--- src/rtl/ats_eligibility_calc.sv ---
`default_nettype none
// ============================================================================
// Module      : ats_eligibility_calc
// Description : Per-frame ATS token-bucket eligibility-time calculator.
//               Passes the ingress frame stream through, counts bytes per
//               frame, and emits one eligibility timestamp per frame
//               (0 = discard) on a separate stream.
// Revision    : 1.0 - initial release
// ============================================================================
module ats_eligibility_calc #(
   parameter int C_AXIS_TDATA_WIDTH = 8,
   parameter int C_AXIS_TKEEP_WIDTH = C_AXIS_TDATA_WIDTH / 8,
   parameter int TIMESTAMP_WIDTH    = 72,
   parameter int LENGTH_WIDTH       = 16
) (
   input  logic                          clk,
   input  logic                          rst,

   input  logic [TIMESTAMP_WIDTH-1:0]    cur_time,
   input  logic [15:0]                   cfg_time_per_byte,
   input  logic [TIMESTAMP_WIDTH-1:0]    cfg_empty_to_full,
   input  logic [TIMESTAMP_WIDTH-1:0]    cfg_max_residence,

   input  logic [C_AXIS_TDATA_WIDTH-1:0] s_axis_tdata,
   input  logic [C_AXIS_TKEEP_WIDTH-1:0] s_axis_tkeep,
   input  logic                          s_axis_tvalid,
   output logic                          s_axis_tready,
   input  logic                          s_axis_tlast,

   output logic [C_AXIS_TDATA_WIDTH-1:0] m_axis_tdata,
   output logic [C_AXIS_TKEEP_WIDTH-1:0] m_axis_tkeep,
   output logic                          m_axis_tvalid,
   input  logic                          m_axis_tready,
   output logic                          m_axis_tlast,

   output logic [TIMESTAMP_WIDTH-1:0]    m_axis_timestamp_tdata,
   output logic                          m_axis_timestamp_tvalid,
   input  logic                          m_axis_timestamp_tready
);

   localparam logic [1:0] ST_IDLE = 2'd0;
   localparam logic [1:0] ST_MUL  = 2'd1;
   localparam logic [1:0] ST_EVAL = 2'd2;
   localparam logic [1:0] ST_PUSH = 2'd3;

   localparam int CNT_W  = $clog2(C_AXIS_TKEEP_WIDTH + 1);
   localparam int PROD_W = LENGTH_WIDTH + 16;

   // Calculation state machine
   logic [1:0]                 state_q, state_d;

   // Ingress frame tracking
   logic                       first_q, first_d;
   logic [LENGTH_WIDTH-1:0]    len_q, len_d;
   logic [TIMESTAMP_WIDTH-1:0] arr_q, arr_d;

   // Per-frame operands captured at tlast acceptance
   logic [LENGTH_WIDTH-1:0]    l_lat_q, l_lat_d;
   logic [TIMESTAMP_WIDTH-1:0] a_lat_q, a_lat_d;
   logic [15:0]                tpb_q, tpb_d;
   logic [TIMESTAMP_WIDTH-1:0] e2f_q, e2f_d;
   logic [TIMESTAMP_WIDTH-1:0] maxres_q, maxres_d;

   // Pipeline intermediates
   logic [TIMESTAMP_WIDTH-1:0] lrd_q, lrd_d;
   logic [TIMESTAMP_WIDTH-1:0] set_q, set_d;
   logic [TIMESTAMP_WIDTH-1:0] bft_q, bft_d;
   logic [TIMESTAMP_WIDTH-1:0] et_q, et_d;
   logic                       ok_q, ok_d;

   // Bucket state
   logic [TIMESTAMP_WIDTH-1:0] bet_q, bet_d;
   logic [TIMESTAMP_WIDTH-1:0] get_q, get_d;

   // Timestamp output register
   logic                       ts_valid_q, ts_valid_d;
   logic [TIMESTAMP_WIDTH-1:0] ts_data_q, ts_data_d;

   // Combinational helpers
   logic                       busy;
   logic                       stall;
   logic                       beat_acc;
   logic                       last_acc;
   logic [CNT_W-1:0]           keep_cnt;
   logic [LENGTH_WIDTH:0]      len_sum;
   logic [LENGTH_WIDTH-1:0]    len_new;
   logic [TIMESTAMP_WIDTH-1:0] a_cur;
   logic [PROD_W-1:0]          product;
   logic [TIMESTAMP_WIDTH-1:0] set_w;
   logic [TIMESTAMP_WIDTH-1:0] bft_w;
   logic [TIMESTAMP_WIDTH-1:0] et_w;
   logic [TIMESTAMP_WIDTH-1:0] deadline_w;

   // Only a last beat can stall: the body of the next frame keeps flowing
   // into the downstream FIFO while a previous result is still pending.
   assign busy     = (state_q != ST_IDLE) | ts_valid_q;
   assign stall    = s_axis_tvalid & s_axis_tlast & busy;
   assign beat_acc = s_axis_tvalid & s_axis_tready;
   assign last_acc = beat_acc & s_axis_tlast;

   assign m_axis_tdata  = s_axis_tdata;
   assign m_axis_tkeep  = s_axis_tkeep;
   assign m_axis_tlast  = s_axis_tlast;
   assign m_axis_tvalid = s_axis_tvalid & ~stall;
   assign s_axis_tready = m_axis_tready & ~stall;

   assign m_axis_timestamp_tdata  = ts_data_q;
   assign m_axis_timestamp_tvalid = ts_valid_q;

   // Count valid bytes on the current beat
   always_comb begin
      keep_cnt = '0;
      for (int i = 0; i < C_AXIS_TKEEP_WIDTH; i++) begin
         keep_cnt = keep_cnt + CNT_W'(s_axis_tkeep[i]);
      end
   end

   // Track arrival time and saturating byte count; capture operands at tlast
   always_comb begin
      first_d  = first_q;
      len_d    = len_q;
      arr_d    = arr_q;
      l_lat_d  = l_lat_q;
      a_lat_d  = a_lat_q;
      tpb_d    = tpb_q;
      e2f_d    = e2f_q;
      maxres_d = maxres_q;

      a_cur    = first_q ? cur_time : arr_q;
      len_sum  = {1'b0, len_q} + (LENGTH_WIDTH + 1)'(keep_cnt);
      len_new  = len_sum[LENGTH_WIDTH] ? {LENGTH_WIDTH{1'b1}} : len_sum[LENGTH_WIDTH-1:0];

      if (beat_acc) begin
         if (s_axis_tlast) begin
            l_lat_d  = len_new;
            a_lat_d  = a_cur;
            tpb_d    = cfg_time_per_byte;
            e2f_d    = cfg_empty_to_full;
            maxres_d = cfg_max_residence;
            len_d    = '0;
            first_d  = 1'b1;
         end else begin
            len_d    = len_new;
            arr_d    = a_cur;
            first_d  = 1'b0;
         end
      end
   end

   // Next-state logic: fixed three-step calculation after each accepted tlast
   always_comb begin
      state_d = state_q;
      case (state_q)
         ST_IDLE: if (last_acc) state_d = ST_MUL;
         ST_MUL:  state_d = ST_EVAL;
         ST_EVAL: state_d = ST_PUSH;
         ST_PUSH: state_d = ST_IDLE;
         default: state_d = ST_IDLE;
      endcase
   end

   // Per-state datapath: product, eligibility evaluation, bucket update
   always_comb begin
      lrd_d      = lrd_q;
      set_d      = set_q;
      bft_d      = bft_q;
      et_d       = et_q;
      ok_d       = ok_q;
      bet_d      = bet_q;
      get_d      = get_q;
      ts_valid_d = ts_valid_q;
      ts_data_d  = ts_data_q;

      product    = {{16{1'b0}}, l_lat_q} * {{LENGTH_WIDTH{1'b0}}, tpb_q};
      set_w      = bet_q + lrd_q;
      bft_w      = bet_q + e2f_q;
      deadline_w = a_lat_q + maxres_q;
      et_w       = a_lat_q;
      if (get_q > et_w) et_w = get_q;
      if (set_w > et_w) et_w = set_w;

      if (ts_valid_q && m_axis_timestamp_tready) begin
         ts_valid_d = 1'b0;
      end

      case (state_q)
         ST_MUL: begin
            lrd_d = TIMESTAMP_WIDTH'(product);
         end
         ST_EVAL: begin
            set_d = set_w;
            bft_d = bft_w;
            et_d  = et_w;
            ok_d  = (et_w <= deadline_w);
         end
         ST_PUSH: begin
            // A rejected frame leaves the bucket untouched
            if (ok_q) begin
               get_d = et_q;
               bet_d = (et_q < bft_q) ? set_q : (set_q + et_q - bft_q);
            end
            // 0 is reserved for "discard", so an eligible time of 0 becomes 1
            if (!ok_q)
               ts_data_d = '0;
            else if (et_q == '0)
               ts_data_d = TIMESTAMP_WIDTH'(1);
            else
               ts_data_d = et_q;
            ts_valid_d = 1'b1;
         end
         default: ;
      endcase
   end

   // State and datapath registers
   always_ff @(posedge clk) begin
      if (rst) begin
         state_q    <= ST_IDLE;
         first_q    <= 1'b1;
         len_q      <= '0;
         arr_q      <= '0;
         l_lat_q    <= '0;
         a_lat_q    <= '0;
         tpb_q      <= '0;
         e2f_q      <= '0;
         maxres_q   <= '0;
         lrd_q      <= '0;
         set_q      <= '0;
         bft_q      <= '0;
         et_q       <= '0;
         ok_q       <= 1'b0;
         bet_q      <= '0;
         get_q      <= '0;
         ts_valid_q <= 1'b0;
         ts_data_q  <= '0;
      end else begin
         state_q    <= state_d;
         first_q    <= first_d;
         len_q      <= len_d;
         arr_q      <= arr_d;
         l_lat_q    <= l_lat_d;
         a_lat_q    <= a_lat_d;
         tpb_q      <= tpb_d;
         e2f_q      <= e2f_d;
         maxres_q   <= maxres_d;
         lrd_q      <= lrd_d;
         set_q      <= set_d;
         bft_q      <= bft_d;
         et_q       <= et_d;
         ok_q       <= ok_d;
         bet_q      <= bet_d;
         get_q      <= get_d;
         ts_valid_q <= ts_valid_d;
         ts_data_q  <= ts_data_d;
      end
   end

endmodule
`default_nettype wire

--- config.mk ---
export PLATFORM = sky130hd
export DESIGN_NAME = ats_eligibility_calc
export DESIGN_NICKNAME = d
export VERILOG_FILES = /design/src/rtl/ats_eligibility_calc.sv
export SDC_FILE = /design/constraint.sdc
export NUM_CORES = 2
export LEC_CHECK = 0
export ABC_AREA = 0
export ABC_CLOCK_PERIOD_IN_PS = 7500
export BUFFER_PORTS_ARGS = -buffer_cell sky130_fd_sc_hd__buf_2
export CORE_MARGIN = 8
export CORE_UTILIZATION = 57
export DETAILED_ROUTE_END_ITERATION = 10
export GPL_ROUTABILITY_DRIVEN = 1
export HOLD_SLACK_MARGIN = 0.03
export PLACE_DENSITY = 0.78
export SETUP_SLACK_MARGIN = 0.4
export SYNTH_ARGS = -nofsm -noshare
export SYNTH_HDL_FRONTEND = slang
export SYNTH_SLANG_ARGS = --single-unit
--- constraint.sdc ---
create_clock -name clk -period 7.5 [get_ports clk]
set_clock_uncertainty 0.15 [all_clocks]
set_input_delay 0.375 -clock clk [delete_from_list [all_inputs] [get_ports clk]]
set_output_delay 0.375 -clock clk [all_outputs]
set_load 0.01 [all_outputs]
==> impl_metrics.json <==
{
  "synth-edff-count": 0,
  "yosysMostFrequentCell": "nand2_1",
  "avgSynthCellArea_um2": 8.119,
  "slew_violations": 0,
  "hold_slack_ns": 0.1344,
  "synth_largest_area_cell": "dfxtp_1",
  "cts_inserted_buffers": 92,
  "hpwl_um": 183100,
  "routed_wirelength_um": 241900,
  "setup_ws_ns": 0.1121,
  "cts.sinks": 805,
  "grt_usage": 0.3809,
  "p_total_mw": 19.84,
  "synth_flop_cell": "dfxtp_1",
  "start_util": 0.5711,
  "nFillCells": 8852,
  "wl_per_cell_um": 23.80,
  "worstSetupPathType": "register to register",
  "critPathMostFrequentCell": "a21o_1",
  "cts.path.max_buffers": 3,
  "worstHoldStart": "m_axis_tready",
  "fin_crit_sh": 0.9851,
  "grt_pass1_vias": 63490,
  "cts_root_buffer": "clkbuf_16",
  "worst_ep_arrival_time_ns": 7.84,
  "synth_cell_types": 89,
  "worst_pin_slew_ns": 1.112,
  "die_y_um": 348.1,
  "hold_path.class": "primary input to register",
  "max_cap_viol_count": 0,
  "power_leakage_nw": 36.69,
  "synth_nets": 8901,
  "critPathRequiredTime_ns": 7.95,
  "fp-row-count": 122,
  "drtIter0Drc": 5758,
  "power.density_nw_per_um2": 260.7,
  "dp_slack_ns": -0.2889,
  "status": "finished, final reports clean",
  "ios": 332,
  "crit_start": "a_lat_q[41]",
  "path_clk_slew_ns": 0.06,
  "synthToLayoutAreaGrowth_pct": 21.06,
  "end_kind": "register",
  "die_area_um2": 121200,
  "worstSetupStartpointType": "register",
  "vias_per_cell": 6.187,
  "irDropWorstVdd_mv": 0.5373,
  "drtPass1Iterations": 6,
  "crit_slowest_cell": "dfxtp_2",
  "ant_nets": 0,
  "grt_pass1_wl_um": 361900,
  "setup_viol": 0,
  "grt_max_degree": 170,
  "cts_tree": "done",
  "yosys-top-cells-area": "dfxtp_1 (26%), ha_1 (13%), fa_1 (8.5%)",
  "gp_congestion": 1.038,
  "slew_headroom": 0.2584,
  "ys_ff_latch": 805,
  "coreArea_um2": 110100,
  "final.min_clock_period_ns": 7.388,
  "drc": 0,
  "cts.htree.levels": 3,
  "antenna_found_initial": 18,
  "yosysTopAreaCellShare": 0.2564,
  "setup_tns_ns": 0,
  "hold_viol_final": 0,
  "io_buffers": 315,
  "grt_overflow": 0,
  "layout.nets": 9746,
  "synth-async-reset-ratio": 0,
  "worstPathMaxFanout": 6,
  "rsz0062_at_grt": "true",
  "postSynthCellCount": 7742,
  "final_util": 0.6914,
  "synth_commonest_cells": "nand2_1 (943), dfxtp_1 (805), inv_1 (772), a21oi_1 (664), ha_1 (644)",
  "r2r-start": "a_lat_q[41]",
  "yosysWarnings": 0,
  "fmax_mhz": 135.4,
  "clk_latency_ns": 0.71,
  "num_vias": 62880,
  "ys_seq_area_frac": 0.2564,
  "synth_area_um2": 62860,
  "die_x_um": 348.1,
  "layout-drive-gt1-share": 0.1443,
  "max_stage_delay_ns": 0.34
}
## sequential cells by signal, summed over array words and instances (netlist names), 32 cells and up
register	cells
bet_q	72
bft_q	72
e2f_q	72
a_lat_q	72
set_q	72
arr_q	72
lrd_q	32
get_q	72
et_q	72
m_axis_timestamp_tdata	72
maxres_q	72
## worst max-delay path, delay by kind of cell, from the launching register on
| family | cells | cell delay, ns |
|---|---|---|
| AOI/OAI and AO/OA | 24 | 4.17 |
| buffers and inverters | 8 | 1.08 |
| adders and majority gates | 3 | 0.62 |
| muxes | 2 | 0.56 |
| and+or+nand+nor | 2 | 0.36 |
| DFF | 1 | 0.34 |
## metrics by stage
stage	instances	instance area [µm²]
after floorplan	7742	62870
after detailed placement	9663	68870
after global placement	9663	68870
after CTS	10150	75870
final	10160	76100
after global routing	10160	76090
## cell type report
cell class / instances / area (µm²) / area share
Inverter: 773 / 2904 / 0.03816
Clock inverter: 47 / 666.9 / 0.008764
Multi-Input combinational cell: 5741 / 42890 / 0.5636
Antenna cell: 13 / 32.53 / 0.0004275
Sequential cell: 805 / 16150 / 0.2122
Timing Repair Buffer: 1174 / 8946 / 0.1176
Clock buffer: 123 / 2651 / 0.03484
Tap cell: 1488 / 1862 / 0.02447
## power breakdown
| group | switching [mW] | internal, mW | total [mW] |
|---|---|---|---|
| Combinational | 6.33 | 3.85 | 10.2 |
| Clock | 2.05 | 2.98 | 5.03 |
| Sequential | 0.184 | 4.45 | 4.64 |
| Total | 8.56 | 11.3 | 19.8 |
## routing by layer
layer / global-route usage / vias to the layer above / wire (µm)
met5: 0 / - / 23
met3: 0.06617 / 1298 / 17620
met2: 0.6396 / 3304 / 112600
met4: 0.3345 / 4 / 26350
met1: 0.4140 / 29710 / 85310
li1: - / 28570 / -
## placed cells by master, fill, tap and decap left out, drive strengths merged, types with 28 or more instances in the layout
master,n
a211oi,97
a21o,321
a21oi,666
a221oi,33
a22o,190
a311oi,28
a31oi,79
and2,109
and3,56
buf,895
clkbuf,124
dfxtp,805
dlygate4sd3,277
fa,268
ha,644
inv,778
mux2i,246
nand2,943
nand2b,117
nand3,105
nand4,135
nor2,466
nor2b,39
nor3,99
nor4,40
o211ai,34
o21a,51
o21ai,372
o21bai,51
o31ai,30
xnor2,177
xor2,108
## worst paths after layout
path / endpoint / slack [ns] / depth (start not counted)
setup / recovery: ok_q / 0.11 / 39
hold / removal: len_q[0] / 0.13 / 5
setup reg to reg: ok_q / 0.11 / 39
hold reg to reg: arr_q[7] / 0.31 / 2
## logic make-up after synthesis
group / synth area share
xor+xnor: 0.03971
compound gates: 0.2173
buf+inv: 0.07269
mux: 0.04276
fa+ha+maj: 0.2135
simple gates: 0.1576
flops: 0.2564
## what timing repair did
| action | CTS | global route |
|---|---|---|
| setup buffers | 32 | 3 |
| cloned | 6 | 0 |
| resized for setup | 132 | 43 |
| hold buffers | 277 | 0 |
| pin swaps | 87 | 22 |
| setup endpoints to repair | 1 | 8 |
| endpoints found under the hold margin | 307 | 0 |
Power figures use the tool's default switching activity.
